==> src/rtl/memory_cell_tuple_scanner_if.sv <==
// Tuple output stream of memory_cell_tuple_scanner.
//   master (scanner): drives out_valid, out_cell and the tuple fields; reads out_ready
//   slave  (consumer): reads the tuple; drives out_ready
// Handshake: a tuple transfers on a rising clk edge where out_valid && out_ready.
// While out_valid is high and out_ready is low, every field is held stable.
// out_valid never depends combinationally on out_ready.
interface memory_cell_tuple_scanner_if #(
  parameter int NUM_CELLS = 8,
  parameter int CODE_W    = 4,
  parameter int RANK_W    = 4,
  parameter int IDX_W     = 8,
  parameter int VAL_W     = 8
);
  localparam int PTR_W = $clog2(NUM_CELLS);

  logic              out_valid;
  logic              out_ready;
  logic [PTR_W-1:0]  out_cell;
  logic [CODE_W-1:0] out_array_code;
  logic              out_eltDef;
  logic [RANK_W-1:0] out_rank;
  logic [IDX_W-1:0]  out_low;
  logic [IDX_W-1:0]  out_high;
  logic [IDX_W-1:0]  out_index;
  logic [VAL_W-1:0]  out_value;
  logic              out_mark;

  modport master (
    output out_valid, out_cell, out_array_code, out_eltDef, out_rank,
           out_low, out_high, out_index, out_value, out_mark,
    input  out_ready
  );

  modport slave (
    input  out_valid, out_cell, out_array_code, out_eltDef, out_rank,
           out_low, out_high, out_index, out_value, out_mark,
    output out_ready
  );
endinterface

==> src/rtl/memory_cell_tuple_scanner.sv <==
// Walks a bank of memory-cell tuples one cell per cycle after a start command,
// emitting every defined cell whose handle equals the latched handle, in
// ascending cell order, on a registered valid/ready stream.
// Ports:
//   clk, rst_n        clock, synchronous active-low reset
//   start, abort      begin scan (IDLE only) / cancel scan (SCAN or EMIT)
//   match_handle      handle searched for, latched on accepted start
//   cells_*           live per-cell fields, cell i at slice i
//   tup               tuple output stream (master side)
//   busy, done        scan in progress / one-cycle completion pulse
//   match_count       tuples handed off in current/last scan
//   dbg_state         current FSM state (IDLE=0, SCAN=1, EMIT=2, DONE=3)
module memory_cell_tuple_scanner #(
  parameter int NUM_CELLS = 8,
  parameter int HANDLE_W  = 4,
  parameter int CODE_W    = 4,
  parameter int RANK_W    = 4,
  parameter int IDX_W     = 8,
  parameter int VAL_W     = 8,
  parameter int CNT_W     = $clog2(NUM_CELLS + 1)
) (
  input  logic                          clk,
  input  logic                          rst_n,
  input  logic                          start,
  input  logic                          abort,
  input  logic [HANDLE_W-1:0]           match_handle,
  input  logic [NUM_CELLS-1:0]          cells_arrDef,
  input  logic [NUM_CELLS-1:0]          cells_eltDef,
  input  logic [NUM_CELLS-1:0]          cells_mark,
  input  logic [NUM_CELLS*HANDLE_W-1:0] cells_handle,
  input  logic [NUM_CELLS*CODE_W-1:0]   cells_array_code,
  input  logic [NUM_CELLS*RANK_W-1:0]   cells_rank,
  input  logic [NUM_CELLS*IDX_W-1:0]    cells_low,
  input  logic [NUM_CELLS*IDX_W-1:0]    cells_high,
  input  logic [NUM_CELLS*IDX_W-1:0]    cells_index,
  input  logic [NUM_CELLS*VAL_W-1:0]    cells_value,
  memory_cell_tuple_scanner_if.master   tup,
  output logic                          busy,
  output logic                          done,
  output logic [CNT_W-1:0]              match_count,
  output logic [1:0]                    dbg_state
);
  localparam int PTR_W = $clog2(NUM_CELLS);
  localparam logic [PTR_W-1:0] LAST = PTR_W'(NUM_CELLS - 1);

  typedef enum logic [1:0] {IDLE = 2'd0, SCAN = 2'd1, EMIT = 2'd2, DONE = 2'd3} state_t;

  state_t              state_q, state_d;
  logic [PTR_W-1:0]    ptr_q, ptr_d;
  logic [HANDLE_W-1:0] handle_q, handle_d;
  logic [CNT_W-1:0]    count_q, count_d;
  logic                valid_q, valid_d;
  logic                load;

  logic [PTR_W-1:0]    cell_q;
  logic [CODE_W-1:0]   code_q;
  logic                elt_q;
  logic [RANK_W-1:0]   rank_q;
  logic [IDX_W-1:0]    low_q, high_q, index_q;
  logic [VAL_W-1:0]    value_q;
  logic                mark_q;

  // Unpacked views of the flat bank so the live cell can be picked by ptr.
  logic [HANDLE_W-1:0] handle_a [NUM_CELLS];
  logic [CODE_W-1:0]   code_a   [NUM_CELLS];
  logic [RANK_W-1:0]   rank_a   [NUM_CELLS];
  logic [IDX_W-1:0]    low_a    [NUM_CELLS];
  logic [IDX_W-1:0]    high_a   [NUM_CELLS];
  logic [IDX_W-1:0]    index_a  [NUM_CELLS];
  logic [VAL_W-1:0]    value_a  [NUM_CELLS];

  for (genvar i = 0; i < NUM_CELLS; i++) begin : g_unpack
    assign handle_a[i] = cells_handle[i*HANDLE_W +: HANDLE_W];
    assign code_a[i]   = cells_array_code[i*CODE_W +: CODE_W];
    assign rank_a[i]   = cells_rank[i*RANK_W +: RANK_W];
    assign low_a[i]    = cells_low[i*IDX_W +: IDX_W];
    assign high_a[i]   = cells_high[i*IDX_W +: IDX_W];
    assign index_a[i]  = cells_index[i*IDX_W +: IDX_W];
    assign value_a[i]  = cells_value[i*VAL_W +: VAL_W];
  end

  always_comb begin
    state_d  = state_q;
    ptr_d    = ptr_q;
    handle_d = handle_q;
    count_d  = count_q;
    valid_d  = valid_q;
    load     = 1'b0;
    case (state_q)
      IDLE: begin
        if (start) begin
          handle_d = match_handle;
          ptr_d    = '0;
          count_d  = '0;
          state_d  = SCAN;
        end
      end
      SCAN: begin
        if (abort) begin
          state_d = IDLE;
        end else if (cells_arrDef[ptr_q] && (handle_a[ptr_q] == handle_q)) begin
          load    = 1'b1;
          valid_d = 1'b1;
          state_d = EMIT;
        end else if (ptr_q == LAST) begin
          state_d = DONE;
        end else begin
          ptr_d = ptr_q + PTR_W'(1);
        end
      end
      EMIT: begin
        if (valid_q && tup.out_ready) begin
          valid_d = 1'b0;
          count_d = count_q + CNT_W'(1);
          if (ptr_q == LAST) begin
            state_d = DONE;
          end else begin
            ptr_d   = ptr_q + PTR_W'(1);
            state_d = SCAN;
          end
        end
        // Abort wins the state, but a coincident handshake has already been counted.
        if (abort) begin
          valid_d = 1'b0;
          state_d = IDLE;
        end
      end
      DONE: state_d = IDLE;
      default: state_d = IDLE;
    endcase
  end

  always_ff @(posedge clk) begin
    if (!rst_n) begin
      state_q  <= IDLE;
      ptr_q    <= '0;
      handle_q <= '0;
      count_q  <= '0;
      valid_q  <= 1'b0;
      cell_q   <= '0;
      code_q   <= '0;
      elt_q    <= 1'b0;
      rank_q   <= '0;
      low_q    <= '0;
      high_q   <= '0;
      index_q  <= '0;
      value_q  <= '0;
      mark_q   <= 1'b0;
    end else begin
      state_q  <= state_d;
      ptr_q    <= ptr_d;
      handle_q <= handle_d;
      count_q  <= count_d;
      valid_q  <= valid_d;
      // Fields are only loaded on a match, so they keep the last tuple after handoff.
      if (load) begin
        cell_q  <= ptr_q;
        code_q  <= code_a[ptr_q];
        elt_q   <= cells_eltDef[ptr_q];
        rank_q  <= rank_a[ptr_q];
        low_q   <= low_a[ptr_q];
        high_q  <= high_a[ptr_q];
        index_q <= index_a[ptr_q];
        value_q <= value_a[ptr_q];
        mark_q  <= cells_mark[ptr_q];
      end
    end
  end

  assign tup.out_valid      = valid_q;
  assign tup.out_cell       = cell_q;
  assign tup.out_array_code = code_q;
  assign tup.out_eltDef     = elt_q;
  assign tup.out_rank       = rank_q;
  assign tup.out_low        = low_q;
  assign tup.out_high       = high_q;
  assign tup.out_index      = index_q;
  assign tup.out_value      = value_q;
  assign tup.out_mark       = mark_q;

  assign busy        = (state_q == SCAN) || (state_q == EMIT);
  assign done        = (state_q == DONE);
  assign match_count = count_q;
  assign dbg_state   = state_q;
endmodule

==> src/flat_wrapper.sv <==
// flat-port wrapper written by rule: the top's interface ports become plain ports
module memory_cell_tuple_scanner_flat 
#(
  parameter int NUM_CELLS = 8,
  parameter int HANDLE_W  = 4,
  parameter int CODE_W    = 4,
  parameter int RANK_W    = 4,
  parameter int IDX_W     = 8,
  parameter int VAL_W     = 8,
  parameter int CNT_W     = $clog2(NUM_CELLS + 1)
)
  (clk, rst_n, start, abort, match_handle, cells_arrDef, cells_eltDef, cells_mark, cells_handle, cells_array_code, cells_rank, cells_low, cells_high, cells_index, cells_value, busy, done, match_count, dbg_state, tup_out_valid, tup_out_cell, tup_out_array_code, tup_out_eltDef, tup_out_rank, tup_out_low, tup_out_high, tup_out_index, tup_out_value, tup_out_mark, tup_out_ready);
  memory_cell_tuple_scanner_if #(.NUM_CELLS(NUM_CELLS), .CODE_W(CODE_W), .RANK_W(RANK_W), .IDX_W(IDX_W), .VAL_W(VAL_W)) tup_i ();
  input  logic clk;
  input  logic rst_n;
  input  logic start;
  input  logic abort;
  input  logic [HANDLE_W-1:0] match_handle;
  input  logic [NUM_CELLS-1:0] cells_arrDef;
  input  logic [NUM_CELLS-1:0] cells_eltDef;
  input  logic [NUM_CELLS-1:0] cells_mark;
  input  logic [NUM_CELLS*HANDLE_W-1:0] cells_handle;
  input  logic [NUM_CELLS*CODE_W-1:0] cells_array_code;
  input  logic [NUM_CELLS*RANK_W-1:0] cells_rank;
  input  logic [NUM_CELLS*IDX_W-1:0] cells_low;
  input  logic [NUM_CELLS*IDX_W-1:0] cells_high;
  input  logic [NUM_CELLS*IDX_W-1:0] cells_index;
  input  logic [NUM_CELLS*VAL_W-1:0] cells_value;
  output logic busy;
  output logic done;
  output logic [CNT_W-1:0] match_count;
  output logic [1:0] dbg_state;
  output wire logic [$bits(tup_i.out_valid)-1:0] tup_out_valid;
  output wire logic [$bits(tup_i.out_cell)-1:0] tup_out_cell;
  output wire logic [$bits(tup_i.out_array_code)-1:0] tup_out_array_code;
  output wire logic [$bits(tup_i.out_eltDef)-1:0] tup_out_eltDef;
  output wire logic [$bits(tup_i.out_rank)-1:0] tup_out_rank;
  output wire logic [$bits(tup_i.out_low)-1:0] tup_out_low;
  output wire logic [$bits(tup_i.out_high)-1:0] tup_out_high;
  output wire logic [$bits(tup_i.out_index)-1:0] tup_out_index;
  output wire logic [$bits(tup_i.out_value)-1:0] tup_out_value;
  output wire logic [$bits(tup_i.out_mark)-1:0] tup_out_mark;
  input wire logic [$bits(tup_i.out_ready)-1:0] tup_out_ready;
  assign tup_out_valid = tup_i.out_valid;
  assign tup_out_cell = tup_i.out_cell;
  assign tup_out_array_code = tup_i.out_array_code;
  assign tup_out_eltDef = tup_i.out_eltDef;
  assign tup_out_rank = tup_i.out_rank;
  assign tup_out_low = tup_i.out_low;
  assign tup_out_high = tup_i.out_high;
  assign tup_out_index = tup_i.out_index;
  assign tup_out_value = tup_i.out_value;
  assign tup_out_mark = tup_i.out_mark;
  assign tup_i.out_ready = tup_out_ready;
  memory_cell_tuple_scanner #(.NUM_CELLS(NUM_CELLS), .HANDLE_W(HANDLE_W), .CODE_W(CODE_W), .RANK_W(RANK_W), .IDX_W(IDX_W), .VAL_W(VAL_W), .CNT_W(CNT_W)) u_core (.clk(clk), .rst_n(rst_n), .start(start), .abort(abort), .match_handle(match_handle), .cells_arrDef(cells_arrDef), .cells_eltDef(cells_eltDef), .cells_mark(cells_mark), .cells_handle(cells_handle), .cells_array_code(cells_array_code), .cells_rank(cells_rank), .cells_low(cells_low), .cells_high(cells_high), .cells_index(cells_index), .cells_value(cells_value), .tup(tup_i), .busy(busy), .done(done), .match_count(match_count), .dbg_state(dbg_state));
endmodule
==> config.mk <==
export PLATFORM = sky130hd
export DESIGN_NAME = memory_cell_tuple_scanner_flat
export DESIGN_NICKNAME = d
export VERILOG_FILES = /design/src/rtl/memory_cell_tuple_scanner_if.sv /design/src/rtl/memory_cell_tuple_scanner.sv /design/src/flat_wrapper.sv
export SDC_FILE = /design/constraint.sdc
export NUM_CORES = 1
export LEC_CHECK = 0
export ABC_AREA = 1
export CAP_MARGIN = 15
export CORE_AREA = 2 2 171 173
export CTS_CLUSTER_SIZE = 30
export DETAILED_ROUTE_END_ITERATION = 10
export DIE_AREA = 0 0 173 175
export HOLD_SLACK_MARGIN = 0.06
export MAX_ROUTING_LAYER = met4
export PLACE_DENSITY_LB_ADDON = 0.12
export SYNTH_ARGS = -nofsm -noshare
export SYNTH_HDL_FRONTEND = slang
export SYNTH_SLANG_ARGS = --single-unit
export TNS_END_PERCENT = 10
==> constraint.sdc <==
create_clock -name clk -period 2.4 [get_ports clk]
set_input_delay 0.36 -clock clk [delete_from_list [all_inputs] [get_ports clk]]
set_output_delay 0.36 -clock clk [all_outputs]
set_load 0.01 [all_outputs]
# Word-level counts from Yosys, hierarchy flattened
# Cells that the tools add are included.
dict set report op_classes {
  n_addsub 2
  magnitude_cmp 2
  eq_ne 12
  mux 52
  n_bitwise 1
  reduce_logical 12
}
# operator n
set op_table {}
lappend op_table {{8-bit binary-select mux with 3-bit select} 4}
lappend op_table {{8-bit 2-to-1 mux} 8}
lappend op_table {{4-bit binary-select mux with 3-bit select} 3}
lappend op_table {{4-bit 2-to-1 mux} 8}
lappend op_table {{3-bit 2-to-1 mux} 5}
lappend op_table {{2-bit 2-to-1 mux} 7}
lappend op_table {{1-bit 2-to-1 mux} 10}
lappend op_table {{1-bit binary-select mux with 3-bit select} 3}
lappend op_table {{3-bit case mux with 3 select lines} 1}
lappend op_table {{2-bit case mux with 4 select lines} 1}
lappend op_table {{4-bit case mux with 2 select lines} 1}
lappend op_table {{2-bit != test (second input constant)} 3}
lappend op_table {{3-bit AND reduction} 2}
lappend op_table {{5-bit AND reduction} 1}
lappend op_table {{4-bit by 1-bit adder with 4-bit output (second input constant)} 1}
lappend op_table {{2-bit == test (second input constant)} 2}
lappend op_table {{4-bit == test} 1}
lappend op_table {{4-bit >= comparator (second input constant)} 1}
lappend op_table {{3-bit by 4-bit < comparator with 1-bit output (second input constant)} 1}
lappend op_table {{2-bit by 1-bit != test with 1-bit output (second input constant)} 2}
lappend op_table {{4-bit by 2-bit != test with 1-bit output (second input constant)} 1}
lappend op_table {{3-bit inverter with 4-bit output} 1}
lappend op_table {{4-bit AND reduction} 1}
lappend op_table {{2-bit nonzero test} 2}
lappend op_table {{10 further kinds} 11}
dict set report totals {
  ff_bits 59
  word_cells 95
}

# Logic depth before layout (Yosys ltp)
# Gate-level depths: netlist of run 1.
dict set report logic_depth {
  ltp_word 9
  mapped_depth 16
  depth_no_buf 16
}

# Worst setup path before layout of run 1
# OpenSTA, ideal clock, no wires.
dict set report synth_path {
  path_kind {reg2reg}
  from {register u_core.state_q[0], in the netlist u_core.dbg_state[0]}
  to {register u_core.ptr_q[1]}
  arrival_ps 1902
  setup_slack_ps 433
  stages_incl_launch_ff 7
  n_path_buf 0
  period_less_slack_ps 1967
  path_cell_list {dfxtp_1 > inv_1 > ha_1 > a2111oi_0 > and2_1 > nor2_1 > nor2_1}
}
dict set report synth_between {
  elab_chain_cells 3
  word_cells_on_any_way 10
  classes_between {6 x eq/ne; 1 x mux; 3 x reduce/logical}
}
# element line
set synth_rtl {}
lappend synth_rtl {{from (decl)} memory_cell_tuple_scanner.sv:48} ;# state_t state_q, state_d;
lappend synth_rtl {{from (signal assigned)} memory_cell_tuple_scanner.sv:150} ;# state_q <= state_d;
lappend synth_rtl {{2-bit by 1-bit == test with 1-bit output, or another cell as far along} memory_cell_tuple_scanner.sv:89} ;# case (state_q)
lappend synth_rtl {{2-bit != test (no source line), or another cell as far along} n/a}
lappend synth_rtl {{5-bit AND reduction (no source line)} n/a}
lappend synth_rtl {{to (signal assigned)} memory_cell_tuple_scanner.sv:151} ;# ptr_q <= ptr_d;
lappend synth_rtl {{to (decl)} memory_cell_tuple_scanner.sv:49} ;# logic [PTR_W-1:0] ptr_q, ptr_d;
# Parallel ways exist; a longest one is shown, timed or not.
# A chain may end at the register's enable or synchronous reset.

# Worst setup path in the final report of run 1
dict set report layout_path {
  from {register u_core.state_q[0], in the netlist u_core.dbg_state[0]}
  to {output busy}
}
dict set report layout_between {
  elab_chain_cells 2
  word_cells_on_any_way 3
  classes_between {2 x eq/ne; 1 x reduce/logical}
}
# element line
set layout_rtl {}
lappend layout_rtl {{2-bit by 1-bit == test with 1-bit output / 2-bit == test (equally long branches)} memory_cell_tuple_scanner.sv:181} ;# assign busy = (state_q == SCAN) || (state_q == EMIT);
lappend layout_rtl {{1-bit logical OR *} memory_cell_tuple_scanner.sv:181}
lappend layout_rtl {{to (decl)} flat_wrapper.sv:29} ;# output logic busy;
# Mark *: on every way between the ends. The rest lies on a longest branch, timed or not.

==> results.md, run 1 <==
## Run status
* **status** finished clean

## CTS
* **buffer cell driving the clock tree root** clkbuf_16
* **Clk Latency, worst-skew pair** 0.34 ns
* **Sink Count** 59
* **clock-pin slew reported for the worst setup and hold paths after clock tree synthesis** 0.06 ns
* **Inserted Clock Buffers** 9
* **number of H-tree branching levels** 3
* **largest buffer count on any clock path** 2
* **hold_buf cts** 0
* **CTS tree** yes

## Global route
* **antenna violations before repair** 7
* **vias in the first global route** 8408
* **fraction of met3 tracks used by global routing** 4.26%
* **largest net degree at the start of global routing** 71
* **layer carrying the most global-route usage** met2
* **global route overflow** 0
* **combined global-route utilization of all metal layers** 21.3%
* **first-pass GRT wire length** 48500 µm
* **GR Layer Usage met2** 36.6%
* **met1 usage** 24.5%

## Synthesis
* **post-synthesis register bit count** 59
* **number of distinct library cell variants in the gate-level netlist after synthesis** 26
* **mean cell area of the mapped netlist** 5.62 µm²
* **number of warnings issued by yosys** 0
* **Synth Net Count** 1441
* **area of the mapped netlist** 5890 µm²
* **synthesized instance count** 1048
* **sequential share of the synthesized area** 20.1%

## Pwr
* **part of the total power dissipated in sequential elements** 14.5%
* **switching power share of the total** 45.7%
* **Switch Pwr** 4.05 mW
* **total power** 8.86 mW
* **combinational power share** 67.6%
* **leakage power** 4.83 nW
* **total power divided by cell area** 797 nW/µm²
* **share of power burned in the clock network** 17.9%
* **Int Pwr** 4.81 mW
* **Peak supply drop** 0.422 mV

## Floorplanning
* **area enclosed by the die boundary** 30300 µm²
* **Core Rows** 62
* **die boundary height** 175 µm
* **Ports** 439
* **placeable core region** 28400 µm²
* **Initial Utilization** 20.7%
* **die boundary width** 173 µm

## Cells and area
* **Layout area overhead** 89.0%
* **layout cells sized above 1** 6.86%
* **flip-flop and latch area** 1190 µm²
* **area of the multi-input gates** 4040 µm²
* **commonest non-fill, non-tap cells in the layout** clkdlybuf4s50_1 (437), nand2_1 (345), a21oi_1 (175), nor2_1 (117), a221oi_1 (82)
* **number of nets in the finished design** 1831
* **leading cell type in the layout, fill and taps excluded** clkdlybuf4s50_1
* **FILL cells** 3089

## Worst setup path
* **endpoint required time on the critical path** 2.04 ns
* **Reg-to-Reg End** u_core.ptr_q[0]$_SDFFE_PN0P_
* **critical path peak fanout** 5
* **Worst Setup Path Type** reg -> out
* **kind of end point of the critical path** output pin
* **flop-to-flop setup slack** 0.20 ns
* **critical path data arrival time** 1.87 ns
* **number of cell instances on the worst register-to-register path** 8
* **origin of the critical flop-to-flop path** u_core.ptr_q[0]$_SDFFE_PN0P_
* **Critical Path Source Type** flip-flop

## Detailed routing
* **routed vias** 8530
* **Pre-Repair DR Iteration Count** 5
* **post-detailed-route count of antenna-violating nets** 0
* **drt wl/cell** 17.8 µm
* **number of DRC violations after detailed routing** 0
* **aggregate routed wire length** 32700 µm
* **average vias per placed instance** 4.65
* **number of DRC violations after detailed-routing iteration 0** 298

## STA
* **number of endpoints with negative hold slack in the final report** 0
* **Slew Limit Headroom** 56.2%
* **worst-case clock skew** 0.0115 ns
* **number of pins with negative max-slew slack in the final report** 0
* **setup total negative slack** 0 ns
* **Worst-Margin Slew** 0.656 ns
* **fraction of the cycle the final worst path needs** 93.1%
* **unrepaired setup endpoints after global routing** false
* **peak clock frequency supported by timing** 448 MHz
* **minimum clock period** 2.23 ns
* **count of endpoints failing setup in the final report** 0

## Hold path
* **critical hold path startpoint** u_core.tup.out_low[3]$_SDFFE_PN0P_
* **Hold Crit Endpoint** u_core.tup.out_low[3]$_SDFFE_PN0P_
* **Tightest Hold Check Type** reg -> reg
* **Worst Hold Depth** 2

## Run
* **max-capacitance violation count** 0

## Place
* **gpl congestion** 0.859
* **Detailed Place HPWL** 24900 µm
* **buffers added on ports** 438

cells in the mapped netlist:
library cell | number | share of area (%)
xnor2_1 | 1 | 0.15
buf_1 | 22 | 1.4
clkbuf_1 | 39 | 2.5
ha_1 | 8 | 1.7
buf_2 | 19 | 1.6
nand3_1 | 31 | 2.6
dfxtp_1 | 59 | 20
nor2_1 | 117 | 7.5
inv_1 | 78 | 5.0
nand3b_1 | 3 | 0.38
nor2_8 | 1 | 0.34
nor2_2 | 2 | 0.21
buf_4 | 5 | 0.64
and2_1 | 1 | 0.11
a211oi_1 | 2 | 0.26
o211a_1 | 1 | 0.17
o21ai_0 | 6 | 0.51
xor2_1 | 1 | 0.15
inv_2 | 3 | 0.19
nand2_1 | 345 | 22
a221oi_1 | 84 | 13
a21oi_1 | 175 | 15
nand4_4 | 1 | 0.36
or2_2 | 42 | 4.5
a2111oi_0 | 1 | 0.15
buf_6 | 1 | 0.19
metal layers:
layer,wire length [µm],share of wire [%],vias up
li1,-,-,4267
met4,792,2.4,0
met5,0,0,-
met3,2030,6.2,44
met1,13600,42,3890
met2,16300,50,329
sequential cells by signal, indices dropped and copies added (netlist names), 4 cells and up:
signal / count
u_core.tup.out_high: 8
u_core.tup.out_index: 8
u_core.tup.out_low: 8
u_core.tup.out_value: 8
u_core.handle_q: 4
u_core.match_count: 4
u_core.tup.out_array_code: 4
u_core.tup.out_rank: 4
cell families after synthesis:
group / Yosys count / synth area share [%]
adders and majority gates: 8 / 1.70
DFF: 59 / 20.1
buffers and inverters: 167 / 11.5
xor gates and xnor gates: 2 / 0.298
and+or+nand+nor: 543 / 38.0
AOI/OAI and AO/OA: 269 / 28.5
final cells by class:
| cell class | instances | share of cell area (%) |
|---|---|---|
| repair buffers | 465 | 42.5 |
| multi-input cells | 822 | 36.3 |
| flip-flops and latches | 59 | 10.7 |
| well taps | 384 | 4.32 |
| inverters | 81 | 2.80 |
| clock buffers | 12 | 2.40 |
| clock inverters | 4 | 0.855 |
| diodes | 7 | 0.157 |
power groups by stage:
| stage | combinational, mW | sequential (mW) | clock (mW) |
|---|---|---|---|
| finish | 5.99 | 1.29 | 1.58 |
| global route | 6.69 | 1.31 | 1.66 |
| CTS | 6.02 | 1.30 | 1.62 |
| detailed placement | 5.99 | 1.32 | 0 |
| global placement | 6.00 | 1.32 | 0 |
| floorplan | 3.77 | 1.22 | 0 |
worst max-delay path, cell delays in order (launching register included):
cell and delay [ns]:
dfxtp_1 0.42, inv_1 0.13, ha_1 0.39, clkdlybuf4s50_1 0.58
metrics by stage:
step	area, µm²	utilization, %	instances	hold slack (ns)	worst slack [ns]
floorplan	5890	-	1048	0.445	0.433
global placement	10700	37.7	1810	0.462	0.0110
detailed placement	10700	37.7	1810	0.471	0.0311
CTS	11100	39.0	1826	0.484	0.0159
global route	11100	39.2	1834	0.498	0.0204
finish	11100	39.2	1834	0.478	0.166
worst max-delay path by stage:
stage / from / slack, ns / end / cells after the start
3_5_place_dp: u_core.ptr_q[0]$_SDFFE_PN0P_ / 0.03 / u_core.tup.out_index[3]$_SDFFE_PN0P_ / 10
3_3_place_gp: u_core.ptr_q[0]$_SDFFE_PN0P_ / 0.01 / u_core.tup.out_index[3]$_SDFFE_PN0P_ / 10
5_1_grt: u_core.ptr_q[0]$_SDFFE_PN0P_ / 0.02 / u_core.ptr_q[1]$_SDFFE_PN0P_ / 8
6_report: u_core.dbg_state[0]$_SDFFE_PN0P_ / 0.17 / busy / 3
4_1_cts: u_core.ptr_q[0]$_SDFFE_PN0P_ / 0.02 / u_core.tup.out_index[3]$_SDFFE_PN0P_ / 10
2_1_floorplan: u_core.dbg_state[0]$_SDFFE_PN0P_ / 0.43 / u_core.ptr_q[1]$_SDFFE_PN0P_ / 6
repair_timing:
action	in CTS	in global routing
endpoints found under the setup margin	0	48
setup buffers	0	1
resized for setup	0	5
No activity file was read; power rests on OpenSTA's default activity.
==> inputs of run 2 (changes only) <==
--- a/config.mk
+++ b/config.mk
@@ -14,6 +14,7 @@
 export HOLD_SLACK_MARGIN = 0.06
 export MAX_ROUTING_LAYER = met4
 export PLACE_DENSITY_LB_ADDON = 0.12
+export SLEW_MARGIN = 20
 export SYNTH_ARGS = -nofsm -noshare
 export SYNTH_HDL_FRONTEND = slang
 export SYNTH_SLANG_ARGS = --single-unit
==> results of run 2 <==
The final DEF is identical to that of run 1; final timing and power are the same.
==> inputs of run 3 (changes only) <==
--- a/config.mk
+++ b/config.mk
@@ -7,6 +7,8 @@
 export LEC_CHECK = 0
 export ABC_AREA = 1
 export CAP_MARGIN = 15
+export CELL_PAD_IN_SITES_DETAIL_PLACEMENT = 0
+export CELL_PAD_IN_SITES_GLOBAL_PLACEMENT = 1
 export CORE_AREA = 2 2 171 173
 export CTS_CLUSTER_SIZE = 30
 export DETAILED_ROUTE_END_ITERATION = 10
==> results.md, run 3 (same netlist as run 1, synthesis figures left out) <==
## Run status
* **status** finished clean

## Detailed routing
* **number of DRC violations after detailed routing** 0, unchanged
* **post-detailed-route count of antenna-violating nets** 0, unchanged
* **drt wl/cell** 16.6 µm, -6.7%
* **number of DRC violations after detailed-routing iteration 0** 345, +16%
* **average vias per placed instance** 4.56, -2.0%
* **aggregate routed wire length** 30300 µm, -7.4%
* **routed vias** 8303, -2.7%
* **Pre-Repair DR Iteration Count** 4, -1

## Floorplanning
* **area enclosed by the die boundary** 30300 µm², unchanged
* **die boundary width** 173 µm, unchanged
* **Core Rows** 62, unchanged
* **Ports** 439, unchanged
* **Initial Utilization** 20.7%, unchanged
* **placeable core region** 28400 µm², unchanged
* **die boundary height** 175 µm, unchanged

## Pwr
* **total power divided by cell area** 755 nW/µm², -5.2%
* **leakage power** 4.75 nW, -1.5%
* **Peak supply drop** 0.390 mV, -7.7%
* **part of the total power dissipated in sequential elements** 14.8%, +0.3 points
* **combinational power share** 69.5%, +1.9 points
* **Int Pwr** 4.47 mW, -7.2%
* **switching power share of the total** 46.0%, +0.31 points
* **share of power burned in the clock network** 15.6%, -2.3 points
* **Switch Pwr** 3.80 mW, -6.0%

## Worst setup path
* **origin of the critical flop-to-flop path** u_core.ptr_q[1]$_SDFFE_PN0P_
* **Critical Path Source Type** flip-flop
* **critical path peak fanout** 5, unchanged
* **worst setup path startpoint** u_core.dbg_state[1]$_SDFFE_PN0P_
* **number of cell instances on the worst register-to-register path** 12, +4
* **endpoint required time on the critical path** 2.04 ns, about the same
* **end point of the critical path** busy
* **critical path data arrival time** 1.83 ns, -0.04 ns
* **Reg-to-Reg End** u_core.tup.out_mark$_SDFFE_PN0P_
* **Worst Setup Path Type** reg -> out
* **flop-to-flop setup slack** 0.24 ns, +0.04 ns
* **kind of end point of the critical path** output pin

## Global route
* **antenna violations before repair** 1, -6
* **largest net degree at the start of global routing** 94, +32%
* **combined global-route utilization of all metal layers** 19.6%, -1.7 points
* **global route overflow** 0, unchanged
* **vias in the first global route** 8084, -3.9%
* **first-pass GRT wire length** 45300 µm, -6.5%

## CTS
* **clock-pin slew reported for the worst setup and hold paths after clock tree synthesis** 0.05 ns, about the same
* **hold_buf cts** 0, unchanged
* **CTS tree** yes
* **number of H-tree branching levels** 3, unchanged
* **Sink Count** 59, unchanged
* **Clk Latency, worst-skew pair** 0.33 ns, about the same
* **buffer cell driving the clock tree root** clkbuf_16
* **Inserted Clock Buffers** 9, unchanged
* **largest buffer count on any clock path** 2, unchanged

## STA
* **minimum clock period** 2.19 ns, -0.0448 ns
* **peak clock frequency supported by timing** 457 MHz, +2.0%
* **count of endpoints failing setup in the final report** 0, unchanged
* **worst-case clock skew** 0.00730 ns, -0.00424 ns
* **Slew Limit Headroom** 57.5%, +1.3 points
* **number of pins with negative max-slew slack in the final report** 0, unchanged
* **Worst-Margin Slew** 0.637 ns, -0.0195 ns
* **number of endpoints with negative hold slack in the final report** 0, unchanged
* **setup total negative slack** 0 ns, unchanged
* **unrepaired setup endpoints after global routing** false
* **fraction of the cycle the final worst path needs** 91.2%, -1.9 points

## Place
* **Placed Area** 10600 µm², -0.58%
* **gpl congestion** 0.817, -4.9%
* **buffers added on ports** 438, unchanged
* **number of instances in the placed design** 1805, -0.28%
* **Detailed Place HPWL** 22800 µm, -8.2%

## Run
* **max-capacitance violation count** 0, unchanged

## Cells and area
* **final non-filler cell area** 11000 µm², -1.5%
* **Layout area overhead** 86.1%
* **commonest non-fill, non-tap cells in the layout** clkdlybuf4s50_1 (437), nand2_1 (345), a21oi_1 (175), nor2_1 (117), a221oi_1 (84)
* **FILL cells** 3118, +0.94%
* **number of nets in the finished design** 1826, -0.27%
* **leading cell type in the layout, fill and taps excluded** clkdlybuf4s50_1
* **layout cells sized above 1** 6.19%, -0.67 points
* **non-filler instance count after layout** 1822, -0.65%

## Hold path
* **Tightest Hold Check Type** reg -> reg

## run 3: critical path: stages (launching register included)
cell	delay [ns]
dfxtp_1	0.41
inv_1	0.11
ha_1	0.39
clkdlybuf4s50_1	0.59
## run 3: routing by layer
| metal | vias to the layer above | GRT usage, % | part of all wire [%] | routed length, µm |
|---|---|---|---|---|
| met4 | 0 | 5.58 | 2.2 | 665 |
| met2 | 269 | 35.1 | 51 | 15400 |
| met3 | 30 | 4.05 | 5.7 | 1730 |
| li1 | 4250 | - | - | - |
| met5 | - | - | 0 | 0 |
| met1 | 3754 | 21.9 | 41 | 12500 |
## run 3: layout make-up
type                            instances  area [µm²]  area share [%]
Timing Repair Buffer                  460        4650            42.4
Multi-Input combinational cell        822        4030            36.8
Sequential cell                        59        1190            10.9
Tap cell                              384         480            4.39
Inverter                               81         310            2.83
Clock buffer                           13         260            2.38
Clock inverter                          2        35.0           0.320
Antenna cell                            1        2.50          0.0228
## run 3: repair_timing
action | in CTS | in global routing
endpoints found under the setup margin | 0 | 41
buffers inserted | 0 | 1
gates resized for setup | 0 | 0
## run 3: worst min path at each step
stage / startpoint / endpoint / slack, ns / cells after the start
3_5_place_dp: u_core.tup.out_value[5]$_SDFFE_PN0P_ / u_core.tup.out_value[5]$_SDFFE_PN0P_ / 0.47 / 2
2_1_floorplan: u_core.handle_q[0]$_SDFFE_PN0P_ / u_core.handle_q[0]$_SDFFE_PN0P_ / 0.44 / 2
3_3_place_gp: u_core.tup.out_cell[1]$_SDFFE_PN0P_ / u_core.tup.out_cell[1]$_SDFFE_PN0P_ / 0.46 / 2
5_1_grt: u_core.tup.out_value[4]$_SDFFE_PN0P_ / u_core.tup.out_value[4]$_SDFFE_PN0P_ / 0.50 / 2
6_report: u_core.tup.out_array_code[2]$_SDFFE_PN0P_ / u_core.tup.out_array_code[2]$_SDFFE_PN0P_ / 0.48 / 2
4_1_cts: u_core.tup.out_value[5]$_SDFFE_PN0P_ / u_core.tup.out_value[5]$_SDFFE_PN0P_ / 0.48 / 2
## run 3: metrics by stage
stage | total power [mW] | util, % | setup WS, ns | hold slack, ns
3_3_place_gp | 7.08 | 37.5 | 0.0769 | 0.463
6_report | 8.27 | 38.6 | 0.211 | 0.478
3_5_place_dp | 7.06 | 37.5 | 0.0592 | 0.469
2_1_floorplan | 4.99 | - | 0.433 | 0.445
5_1_grt | 9.11 | 38.6 | 0.00967 | 0.497
4_1_cts | 8.41 | 38.5 | 0.136 | 0.482
## run 3: power groups by stage
stage	logic (mW)	clock network, mW	registers [mW]
2_1_floorplan	3.77	0	1.22
6_report	5.75	1.29	1.23
3_3_place_gp	5.81	0	1.27
3_5_place_dp	5.78	0	1.27
5_1_grt	6.48	1.39	1.25
4_1_cts	5.81	1.35	1.25
